[src/rtl/uart_pkg.sv]
`default_nettype none
// ============================================================================
// Module      : uart_pkg
// Description : Shared constants and FSM encoding for the UART echo datapath.
// Revision    : 1.0 - initial release
// ============================================================================
package uart_pkg;

    // Character width carried between uart_rx and uart_tx
    localparam int UART_DATA_W   = 8;

    // Baud-tick divisor: 50 MHz / (16 * 19200) ~= 163
    localparam int UART_BAUD_DIV = 163;

    // Transmit-buffer drain FSM encoding
    typedef logic [0:0] tx_state_t;
    localparam tx_state_t c_st_idle = 1'b0;
    localparam tx_state_t c_st_busy = 1'b1;

endpackage
`default_nettype wire

[src/rtl/sync_fifo.sv]
`default_nettype none
// ============================================================================
// Module      : sync_fifo
// Description : Single-clock FIFO with occupancy counter. dout always shows
//               the entry at the read pointer (first-word fall-through).
// Revision    : 1.0 - initial release
// ============================================================================
module sync_fifo #(
    parameter int DATA_W = 8,
    parameter int DEPTH  = 16,
    parameter int ADDR_W = $clog2(DEPTH)
) (
    input  logic              clk,
    input  logic              reset,
    input  logic              push,
    input  logic              pop,
    input  logic [DATA_W-1:0] din,
    output logic [DATA_W-1:0] dout,
    output logic              full,
    output logic              empty,
    output logic [ADDR_W:0]   count
);

    localparam logic [ADDR_W:0] c_depth = (ADDR_W+1)'(DEPTH);
    localparam logic [ADDR_W:0] c_one   = (ADDR_W+1)'(1);

    logic [DATA_W-1:0] r_mem [DEPTH];
    logic [ADDR_W-1:0] r_wr_ptr;
    logic [ADDR_W-1:0] r_rd_ptr;
    logic [ADDR_W:0]   r_count;
    logic              w_push_ok;
    logic              w_pop_ok;

    // A push into a full FIFO still fits when a pop frees a slot this cycle
    assign w_push_ok = push && (!full || w_pop_ok);
    assign w_pop_ok  = pop && !empty;

    assign full  = (r_count == c_depth);
    assign empty = (r_count == '0);
    assign count = r_count;
    assign dout  = r_mem[r_rd_ptr];

    // Storage write; contents are deliberately left unreset
    always_ff @(posedge clk) begin
        if (w_push_ok) begin
            r_mem[r_wr_ptr] <= din;
        end
    end

    // Pointers wrap naturally at DEPTH; count tracks net push/pop
    always_ff @(posedge clk or posedge reset) begin
        if (reset) begin
            r_wr_ptr <= '0;
            r_rd_ptr <= '0;
            r_count  <= '0;
        end else begin
            if (w_push_ok) begin
                r_wr_ptr <= r_wr_ptr + 1'b1;
            end
            if (w_pop_ok) begin
                r_rd_ptr <= r_rd_ptr + 1'b1;
            end
            case ({w_push_ok, w_pop_ok})
                2'b10:   r_count <= r_count + c_one;
                2'b01:   r_count <= r_count - c_one;
                default: r_count <= r_count;
            endcase
        end
    end

endmodule
`default_nettype wire

[src/rtl/uart_tx_buffer.sv]
`default_nettype none
// ============================================================================
// Module      : uart_tx_buffer
// Description : Queues received characters and feeds them to uart_tx one at
//               a time: one-cycle tx_start per byte, then wait for
//               tx_done_tick. Dropped pushes latch a sticky overflow flag.
// Revision    : 1.0 - initial release
// ============================================================================
module uart_tx_buffer
    import uart_pkg::*;
#(
    parameter int DATA_W = UART_DATA_W,
    parameter int DEPTH  = 16,
    parameter int ADDR_W = $clog2(DEPTH)
) (
    input  logic              clk,
    input  logic              reset,
    input  logic              rx_done_tick,
    input  logic [DATA_W-1:0] rx_data,
    input  logic              tx_done_tick,
    input  logic              clr_overflow,
    output logic              tx_start,
    output logic [DATA_W-1:0] tx_data,
    output logic [ADDR_W:0]   count,
    output logic              full,
    output logic              empty,
    output logic              overflow
);

    tx_state_t         r_state;
    logic              r_tx_start;
    logic [DATA_W-1:0] r_tx_data;
    logic              r_overflow;
    logic              w_pop;
    logic              w_drop;
    logic [DATA_W-1:0] w_fifo_dout;
    logic              w_full;
    logic              w_empty;
    logic [ADDR_W:0]   w_count;

    // The only pop is the IDLE->BUSY hand-off of the head byte
    assign w_pop  = (r_state == c_st_idle) && !w_empty;
    assign w_drop = rx_done_tick && w_full && !w_pop;

    sync_fifo #(
        .DATA_W (DATA_W),
        .DEPTH  (DEPTH),
        .ADDR_W (ADDR_W)
    ) u_fifo (
        .clk   (clk),
        .reset (reset),
        .push  (rx_done_tick),
        .pop   (w_pop),
        .din   (rx_data),
        .dout  (w_fifo_dout),
        .full  (w_full),
        .empty (w_empty),
        .count (w_count)
    );

    // Drain FSM: latch head byte and pulse tx_start, then hold until done
    always_ff @(posedge clk or posedge reset) begin
        if (reset) begin
            r_state    <= c_st_idle;
            r_tx_start <= 1'b0;
            r_tx_data  <= '0;
        end else begin
            case (r_state)
                c_st_idle: begin
                    if (!w_empty) begin
                        r_tx_data  <= w_fifo_dout;
                        r_tx_start <= 1'b1;
                        r_state    <= c_st_busy;
                    end else begin
                        r_tx_start <= 1'b0;
                    end
                end
                default: begin
                    r_tx_start <= 1'b0;
                    if (tx_done_tick) begin
                        r_state <= c_st_idle;
                    end
                end
            endcase
        end
    end

    // Sticky overflow; a drop in the same cycle as a clear keeps it set
    always_ff @(posedge clk or posedge reset) begin
        if (reset) begin
            r_overflow <= 1'b0;
        end else if (w_drop) begin
            r_overflow <= 1'b1;
        end else if (clr_overflow) begin
            r_overflow <= 1'b0;
        end
    end

    assign tx_start = r_tx_start;
    assign tx_data  = r_tx_data;
    assign overflow = r_overflow;
    assign count    = w_count;
    assign full     = w_full;
    assign empty    = w_empty;

endmodule
`default_nettype wire

[config.mk]
export PLATFORM = sky130hd
export DESIGN_NAME = uart_tx_buffer
export DESIGN_NICKNAME = d
export VERILOG_FILES = /design/src/rtl/uart_pkg.sv /design/src/rtl/sync_fifo.sv /design/src/rtl/uart_tx_buffer.sv
export SDC_FILE = /design/constraint.sdc
export NUM_CORES = 1
export LEC_CHECK = 0
export BUFFER_PORTS_ARGS = -buffer_cell sky130_fd_sc_hd__buf_4
export CAP_MARGIN = 10
export CORE_ASPECT_RATIO = 0.75
export CORE_MARGIN = 10
export CORE_UTILIZATION = 40
export CTS_BUF_LIST = sky130_fd_sc_hd__clkbuf_2
export DETAILED_ROUTE_END_ITERATION = 10
export GPL_TIMING_DRIVEN = 0
export SYNTH_ARGS = -nofsm -noshare
export SYNTH_HDL_FRONTEND = slang
export SYNTH_SLANG_ARGS = --single-unit
[constraint.sdc]
create_clock -name clk -period 2.95 [get_ports clk]
set_input_delay 0.4425 -clock clk [delete_from_list [all_inputs] [get_ports clk]]
set_output_delay 0.4425 -clock clk [all_outputs]
set_load 0.1 [all_outputs]
Word-level counts from Yosys, hierarchy flattened

Memory sizes are Yosys's and may differ from the RTL's. A register that Yosys moved wholly into a read port is not among the register bits.
Cells that the tools add are included.

Div/mod/pow operators: 0
Bitwise gates (word level): 2
Mux-type cells: 9
Multipliers: 0
Add/subtract/negate cells: 4
Reductions and logical operators: 13
Equality and inequality tests: 3
Shift-type cells: 0
$lt $le $gt $ge: 0

Operator list:

| operator                                                           | count |
|---|---|
| 5-bit case mux with 2 select lines                                 | 1 |
| 4-bit by 1-bit adder with 4-bit output, second input constant      | 2 |
| 1-bit 2-to-1 mux                                                   | 8 |
| 5-bit by 1-bit adder with 5-bit output, second input constant      | 1 |
| 5-bit == test, second input constant                               | 1 |
| 1-bit logical AND                                                  | 5 |
| 5-bit logical NOT                                                  | 1 |
| 5-bit by 1-bit subtractor with 5-bit output, second input constant | 1 |
| 2-bit nonzero test                                                 | 2 |
| 1-bit logical NOT                                                  | 3 |
| 2-bit by 1-bit == test with 1-bit output, second input constant    | 1 |
| 2-bit == test, second input constant                               | 1 |
| 1-bit inverter                                                     | 2 |
| 2-bit AND reduction                                                | 1 |
| 1-bit logical OR                                                   | 1 |

Input bits: 13
Memories kept: 1
Word-level logic and storage cells: 38
Memory bits (read-only): 0
Memory bits (writable): 128
Flip-flop bits (word level): 16
Latch bits: 0
Output and inout port bits: 17

Memories:

| memory       | words | width | rd ports | clocked after Yosys merged registers in | wr ports | RTL line        | RTL |
|---|---|---|---|---|---|---|---|
| u_fifo.r_mem | 16    | 8     | 1        | 1                                       | 1        | sync_fifo.sv:27 | `logic [DATA_W-1:0] r_mem [DEPTH];` |

Longest topological paths before layout

Gate-level depths: netlist (run 1).

Depth after elaboration: 8
Depth in mapped cells: 9
Depth with buffers taken out: 9

Hierarchy

Synthesis (run 1) repeated with hierarchy kept, for this count alone.

Cells, all modules: 330
Area, all modules: 6140.9 µm²

By module, submodules not included:

| module         | cells each | instances | area an instance (µm²) | seq. area each (µm²) |
|---|---|---|---|---|
| sync_fifo      | 305        | 1         | 5736.8                 | 4169.0 |
| uart_tx_buffer | 25         | 1         | 404.1                  | 275.3 |

Worst setup path before layout (run 1)

No wires, ideal clock.

Kind: reg2reg
Start point: reg u_fifo.r_count[0] (netlist: u_fifo.count[0])
End point: reg u_fifo.r_count[4] (netlist: u_fifo.count[4])
Cell stages (with the launch flop): 10
Period minus slack after synthesis: 3716 ps
Arrival: 3645 ps
Path buffers: 0
Setup slack: -766 ps
Library setup time: 72 ps
Cells stage by stage: dfrtp_1 nor4_2 nand2_1 inv_1 nor3_1 fa_1 a21o_1 a21oi_1 mux2_2 nand3_1

Cells in the longest elaborated chain, start to end: 8
Elaborated cells on any way between the ends: 14

RTL lines:

| element                                                                   | RTL line                              | RTL |
|---|---|---|
| from (decl)                                                               | sync_fifo.sv:30                       | `logic [ADDR_W:0] r_count;` |
| from (signal assigned)                                                    | sync_fifo.sv:64                       | `2'b10: r_count <= r_count + c_one;` |
| from (signal assigned)                                                    | sync_fifo.sv:65                       | `2'b01: r_count <= r_count - c_one;` |
| from (signal assigned)                                                    | sync_fifo.sv:66                       | `default: r_count <= r_count;` |
| 5-bit logical NOT *                                                       | sync_fifo.sv:39                       | `assign empty = (r_count == '0);` |
| net empty                                                                 | uart_tx_buffer.sv:26                  | `output logic empty,` |
| 1-bit logical NOT *                                                       | sync_fifo.sv:36, uart_tx_buffer.sv:42 |  |
| 1-bit logical AND                                                         | uart_tx_buffer.sv:42                  | `assign w_pop = (r_state == c_st_idle) && !w_empty;` |
| 1-bit logical AND *                                                       | sync_fifo.sv:36                       | `assign w_pop_ok = pop && !empty;` |
| 1-bit logical OR                                                          | sync_fifo.sv:35                       | `assign w_push_ok = push && (!full \|\| w_pop_ok);` |
| 1-bit logical AND                                                         | sync_fifo.sv:35                       |  |
| 2-bit by 1-bit == test with 1-bit output or 2-bit == test (tied branches) | sync_fifo.sv:63                       | `case ({w_push_ok, w_pop_ok})` |
| 5-bit case mux with 2 select lines or 2-bit nonzero test (tied branches)  | n/a                                   |  |

The timed path passes the listed nets; every way through them passes the cells marked *.
A chain may end at the register's enable or synchronous reset.

Worst setup path after layout (run 1)

Start point: reg u_fifo.r_count[0] (netlist: u_fifo.count[0])
End point: out full

Cells in the longest elaborated chain, start to end: 1

RTL lines:

| element       | RTL line             | RTL |
|---|---|---|
| 5-bit == test | sync_fifo.sv:38      | `assign full = (r_count == c_depth);` |
| to (decl)     | uart_tx_buffer.sv:25 | `output logic full,` |

No other way between the ends.

==> results of run 1 <==
flip-flops by register name, indices dropped and copies added, names as in the netlist:
signal,flops
r_state,1
overflow,1
u_fifo.r_wr_ptr,4
u_fifo.r_mem,128
tx_start,1
u_fifo.r_rd_ptr,4
tx_data,8
u_fifo.count,5
timing repair:
action | CTS | global route
buffers inserted | 0 | 0
endpoints found under the hold margin | 67 | 17
hold buffers | 9 | 2
endpoints found under the setup margin | 0 | 0
cells by family after synthesis:
| logic type | share of synthesized area (%) |
|---|---|
| buf+inv | 1.96 |
| compound gates | 2.94 |
| simple gates | 4.06 |
| mux | 15.3 |
| fa+ha+maj | 1.96 |
| flops | 72.5 |
| xor+xnor | 1.29 |
worst paths after layout:
path	end	depth (start not counted)	slack [ns]
setup / recovery	full	3	0.23
hold / removal	overflow	3	0.19
setup reg to reg	u_fifo.count[4]	9	0.29
hold reg to reg	tx_data[6]	2	0.53
max in group asynchronous	tx_data[2]	4	2.09
min in group asynchronous	u_fifo.count[0]	3	0.33
layout by cell type, fill, tap and decap left out, types with 4 or more instances in the layout:
cell type | Yosys | layout
mux2_2 | 4 | 4
mux4_2 | 32 | 32
buf_2 | 8 | 8
dfrtp_4 | 0 | 5
edfxtp_1 | 128 | 128
buf_4 | 2 | 34
nor2_1 | 9 | 8
nand2_1 | 19 | 18
dlygate4sd3_1 | 0 | 11
clkbuf_1 | 5 | 5
dfrtp_1 | 24 | 19
inv_6 | 0 | 8
mux2i_1 | 16 | 16
clkbuf_2 | 1 | 18
inv_1 | 11 | 10
xnor2_1 | 8 | 8
o221ai_1 | 8 | 8
and3_1 | 8 | 8
ha_1 | 8 | 8
nor4_2 | 1 | 4
stage by stage:
stage	worst slack [ns]	instance area, um2	cells	TNS, ns	power (mW)
3_5_place_dp	0.341	6700	558	0	5.73
3_3_place_gp	0.112	6640	554	0	5.66
2_1_floorplan	-0.00682	6170	321	-0.00682	5.01
4_1_cts	0.159	6990	599	0	6.77
5_1_grt	0.0881	7030	602	0	7.07
6_report	0.235	7030	602	0	6.68
power groups by stage:
stage | registers (mW) | logic [mW] | clock network [mW]
after global routing | 2.91 | 2.98 | 1.18
after floorplan | 3.54 | 1.47 | 0
after global placement | 2.91 | 2.75 | 0
final | 2.87 | 2.77 | 1.04
after detailed placement | 2.92 | 2.81 | 0
after CTS | 2.87 | 2.82 | 1.08
layer usage:
layer | wire length (um) | vias to the layer above | part of all wire [%] | GRT usage [%]
li1 | - | 1417 | - | -
met4 | 58 | 0 | 0.47 | 4.29
met3 | 668 | 7 | 5.4 | 2.89
met2 | 5560 | 68 | 45 | 18.0
met1 | 6150 | 1622 | 49 | 18.3
met5 | 0 | - | 0 | 0
worst reg2reg max path, cell delays in order (launching register included):
cell	delay (ns)
dfrtp_4	0.58
nor4_4	0.38
nand2_2	0.16
clkinvlp_4	0.11
nor3_2	0.06
fa_1	0.42
a21o_1	0.21
a21oi_1	0.24
mux2_2	0.36
nand3_1	0.08
layout make-up:
| cell class | instances | area [um2] |
|---|---|---|
| Inverter | 11 | 45.0 |
| Tap cell | 205 | 256 |
| Clock inverter | 15 | 119 |
| Buffer | 16 | 78.8 |
| Fill cell | 1342 | 8100 |
| Timing Repair Buffer | 44 | 365 |
| Multi-Input combinational cell | 142 | 1610 |
| Sequential cell | 152 | 4460 |
| Clock buffer | 17 | 85.1 |
==> out/qor.csv, run 1 <==
metric,value,unit
cts_root_buf,clkbuf_2,
leakage,2.46,nW
required,2.51,ns
clock-sinks,152,
ioPinCount,30,
io_buffers,28,
crit_path_end_kind,output pin,
cts_buffer_depth,2,
grt_overflow,0,
synth_cell_type_count,37,
finalHoldViolCount,0,
ys.flop_type,edfxtp_1,
slew_viol_final,0,
relSlewSlack,38.9,%
drt-initial-drc-count,171,
finClkSkew,0.0343,ns
die_w,163,um
rr_startpoint,u_fifo.count[1],
htree_num_levels,4,
area_growth,14.5,%
grtUsageTotal,12.5,%
critPathKind,flip-flop to output pin,
timing.final.crit_share,92.0,%
cts_tree,done,
holdWs,0.186,ns
tightest_slew,0.914,ns
drt_wl_total,12.4,mm
critical_path_arrival,2.27,ns
vias,3114,
synth_common_cells,"edfxtp_1 (128), mux4_2 (32), dfrtp_1 (24)",
start_util,40.5,%
vdd_drop_max,0.548,mV
die_area,20700,um2
grt_max_degree,25,
synth.area.top_cells,"edfxtp_1 (63%), mux4_2 (12%), dfrtp_1 (9.8%)",
hold_start,rx_done_tick,
antenna_found_initial,0,
postSynthAreaPerCell,19.1,um2
yosysMostFrequentCell,edfxtp_1,
synth_top_area_share,62.7,%
power_density,950,nW/um2
setup_viol,0,
core,15100,um2
path_cells,or4_4 -> nor2_2 -> buf_4,
crit_fanout,6,
drt_pass1_iterations,4,
min_period,2.72,ns
postLayoutCoreUtil,46.4,%
dpl.hpwl,8.61,mm
start_kind,flip-flop,
yosysWarnings,0,
ant_nets,0,
gp_congestion,0.756,
cp_top_family,simple AND/OR/NAND/NOR gates,
finish.net_count,406,
ys_seq_area_share,72.5,%
diodes,0,
rsz0062_at_grt,false,
async_flop_share,15.8,%
cpPeakStageDelay,0.61,ns
critical_path.slowest_cell,or4_4,
synth_nets,343,
clk_latency,0.70,ns
grt_pass1_vias,3270,
power.share.combinational,41.4,%
power_switching,2.75,mW
drv_cap,0,
grt_pass1_wl,19.6,mm
row_count,39,
startpoint,u_fifo.count[0],
crit_buf_inv,1,
synth_area,6130,um2
clockPowerShare,15.6,%
clkSlewWorstSetupHoldPaths,0.23,ns
cts_buffers,17,
seqPwrFrac,43.0,%
synth-edff-count,128,
run_status,completed,
wire_per_inst,20.7,um
die_height,127,um
p_int,3.93,mW
synth_seq_cells,152,
fmax,368,MHz
final_layout_size_suffix_gt1_share,33.2,%
drcViolationCount,0,
syn-instance-count,321,
synth.largest_area_cell,edfxtp_1,
p_sw_share,41.2,%
min_path_type,primary input to flip-flop,
cts_resized,0,
via_per_inst,5.17,
(Power assumes the default switching activity.)
==> run 2: changes to the inputs <==
--- a/config.mk
+++ b/config.mk
@@ -5,12 +5,11 @@
 export SDC_FILE = /design/constraint.sdc
 export NUM_CORES = 1
 export LEC_CHECK = 0
-export BUFFER_PORTS_ARGS = -buffer_cell sky130_fd_sc_hd__buf_4
+export BUFFER_PORTS_ARGS = -buffer_cell sky130_fd_sc_hd__buf_2
 export CAP_MARGIN = 10
 export CORE_ASPECT_RATIO = 0.75
 export CORE_MARGIN = 10
 export CORE_UTILIZATION = 40
-export CTS_BUF_LIST = sky130_fd_sc_hd__clkbuf_2
 export DETAILED_ROUTE_END_ITERATION = 10
 export GPL_TIMING_DRIVEN = 0
 export SYNTH_ARGS = -nofsm -noshare
==> run 2 against run 1 <==
  * Wire length up 0.82%
  * Sequential share of layout area shrank 2.0 points
  * Combinational power shrank 2%
  * Clock power up 110%
  * Clock-buffer cell count is 2 higher
  * Global-route usage increased by 0.14 points
  * Sequential cell count unchanged
  * Worst setup slack better by 0.065 ns
  * Cell count fell by 1.8%
  * Die area unchanged
  * Register-to-register slack barely moved
  * Critical path depth rose by 6
  * Critical endpoint is now u_fifo.count[4]
==> out/qor.csv, run 2 (same netlist as run 1, synthesis figures left out) <==
metric,value,unit,change
relSlewSlack,38.4,%,-0.46 points
core,15100,um2,unchanged
min_path_type,primary input to async pin,,
largest_reg_flops,128,,unchanged
fmax,377,MHz,+2.4%
rsz0062_at_grt,false,,
power_switching,2.85,mW,+3.5%
critPathKind,flip-flop to flip-flop,,
drcViolationCount,0,,unchanged
rrSetupSlack,0.30,ns,about the same
p_total,7.81,mW,+17%
drt-initial-drc-count,204,,+19%
start_kind,flip-flop,,
antenna_found_initial,0,,unchanged
vdd_drop_max,0.532,mV,-3.0%
required,3.29,ns,+0.78 ns
post-cts-setup-buffers,0,,unchanged
power_density,1080,nW/um2,+13%
clock-sinks,152,,unchanged
regMostFlops,u_fifo.r_mem,,
rr_worst_depth,9,,unchanged
drt_pass1_iterations,4,,unchanged
finish.net_count,395,,-2.7%
clockPowerShare,28.4,%,+13 points
layout_common_cells,"edfxtp_1 (128), buf_2 (36), mux4_2 (32)",,
via_per_inst,5.24,,+1.3%
area_growth,18.3,%,
drt_wl_total,12.5,mm,+0.82%
cts_resized,0,,unchanged
layout.cells.non_filler,591,,-1.8%
timing.final.crit_share,89.8,%,-2.2 points
row_count,39,,unchanged
clkSlewWorstSetupHoldPaths,0.06,ns,-0.17 ns
grt_max_degree,25,,unchanged
grt_overflow,0,,unchanged
grtUsageTotal,12.7,%,+0.14 points
drv_cap,0,,unchanged
leakage,2.56,nW,+3.7%
dp_slack,0.331,ns,-0.0100 ns
p_sw_share,36.4,%,-4.8 points
holdBufCountCts,0,,-9
dpl.hpwl,8.56,mm,-0.63%
finalWorstSetupSlack,0.300,ns,+0.0649 ns
run_status,completed,,
cts_buffer_depth,2,,unchanged
min_period,2.65,ns,-0.0649 ns
p_int,4.97,mW,+26%
dp.cells,558,,unchanged
die_w,163,um,unchanged
start_util,40.5,%,unchanged
ant_nets,0,,unchanged
cts_root_buf,clkbuf_16,,
grt_pass1_wl,19.7,mm,+0.60%
final_layout_size_suffix_gt1_share,33.7,%,+0.43 points
cts_buffers,17,,unchanged
rr_startpoint,u_fifo.count[1],,
die_height,127,um,unchanged
tightest_slew,0.921,ns,+0.00686 ns
htree_num_levels,4,,unchanged
final_common_cell,edfxtp_1,,
seqPwrFrac,36.7,%,-6.3 points
vias,3096,,-0.58%
setup_viol,0,,unchanged
critical_path_arrival,2.99,ns,+0.72 ns
io_buffers,28,,unchanged
die_area,20700,um2,unchanged
crit_path_end_kind,flip-flop,,
ioPinCount,30,,unchanged
clk_latency,0.42,ns,-0.28 ns
power.share.combinational,34.8,%,-6.6 points
wire_per_inst,21.2,um,+2.7%
finalHoldViolCount,0,,unchanged
finClkSkew,0.0144,ns,-0.0199 ns
gp_congestion,0.749,,-0.99%
slew_viol_final,0,,unchanged
crit_fanout,6,,unchanged
cts_tree,done,,
r2r-end,u_fifo.count[4],,
diodes,0,,unchanged
grt_pass1_vias,3298,,+0.86%
==> run 2: changes by cell type in the layout (fill, tap and decap cells not counted), sizes merged <==
| cell | previous run | this run |
|---|---|---|
| dlygate4sd3 | 11 | 0 |
| clkinv | 6 | 2 |
| inv | 18 | 14 |
| bufinv | 0 | 3 |
| clkinvlp | 2 | 5 |
| clkbuf | 23 | 25 |
==> run 2: worst max-delay path by stage <==
| stage | start | cells past startpoint | to | slack, ns |
|---|---|---|---|---|
| 2_1_floorplan | u_fifo.count[3] | 9 | u_fifo.count[4] | -0.007 |
| 3_3_place_gp | rx_done_tick | 3 | u_fifo.r_mem[1][0] | 0.08 |
| 6_report | u_fifo.count[1] | 9 | u_fifo.count[4] | 0.30 |
| 5_1_grt | u_fifo.count[1] | 9 | u_fifo.count[4] | 0.11 |
| 4_1_cts | u_fifo.count[3] | 9 | u_fifo.count[4] | 0.29 |
| 3_5_place_dp | u_fifo.count[1] | 9 | u_fifo.count[4] | 0.33 |
==> run 2: per-layer routing <==
| metal | track usage [%] | up-vias | wire [um] | part of all wire, % |
|---|---|---|---|---|
| li1 | - | 1386 | - | - |
| met1 | 18.1 | 1630 | 6150 | 49 |
| met2 | 18.4 | 76 | 5710 | 46 |
| met3 | 3.43 | 4 | 625 | 5.0 |
| met4 | 4.07 | 0 | 55 | 0.44 |
| met5 | 0 | - | 0 | 0 |
==> run 2: final cells by class <==
cell class / instances / area, um2
buffer: 16 / 78.8
fill: 1296 / 7870
clock inverter: 13 / 169
clock buffer: 19 / 433
sequential: 152 / 4460
inverter: 11 / 45.0
timing repair buffer: 33 / 198
multi-input combinational: 142 / 1610
tap: 205 / 256
==> run 2: power groups by stage <==
| stage | clock (mW) | combinational (mW) | sequential [mW] |
|---|---|---|---|
| floorplan | 0 | 1.47 | 3.54 |
| global placement | 0 | 2.68 | 2.90 |
| detailed placement | 0 | 2.75 | 2.92 |
| CTS | 2.24 | 2.76 | 2.87 |
| global route | 2.34 | 2.92 | 2.91 |
| finish | 2.22 | 2.72 | 2.87 |
==> run 2: stage by stage <==
| stage | hold slack (ns) | area (um2) | setup TNS [ns] | util (%) |
|---|---|---|---|---|
| after floorplan | 0.457 | 6170 | -0.00682 | - |
| after CTS | 0.191 | 7230 | 0 | 47.8 |
| after global placement | 0.471 | 6570 | 0 | 43.4 |
| after global routing | 0.0581 | 7260 | 0 | 48.0 |
| final | 0.0243 | 7260 | 0 | 48.0 |
| after detailed placement | 0.489 | 6630 | 0 | 43.8 |
==> run 2: worst max-delay path, cell delays in order (launching register included) <==
cell	delay, ns
dfrtp_4	0.52
nor4_4	0.39
nand2_2	0.16
clkinvlp_4	0.10
nor3_2	0.06
fa_1	0.41
a21o_1	0.21
a21oi_1	0.25
mux2_2	0.36
nand3_1	0.09
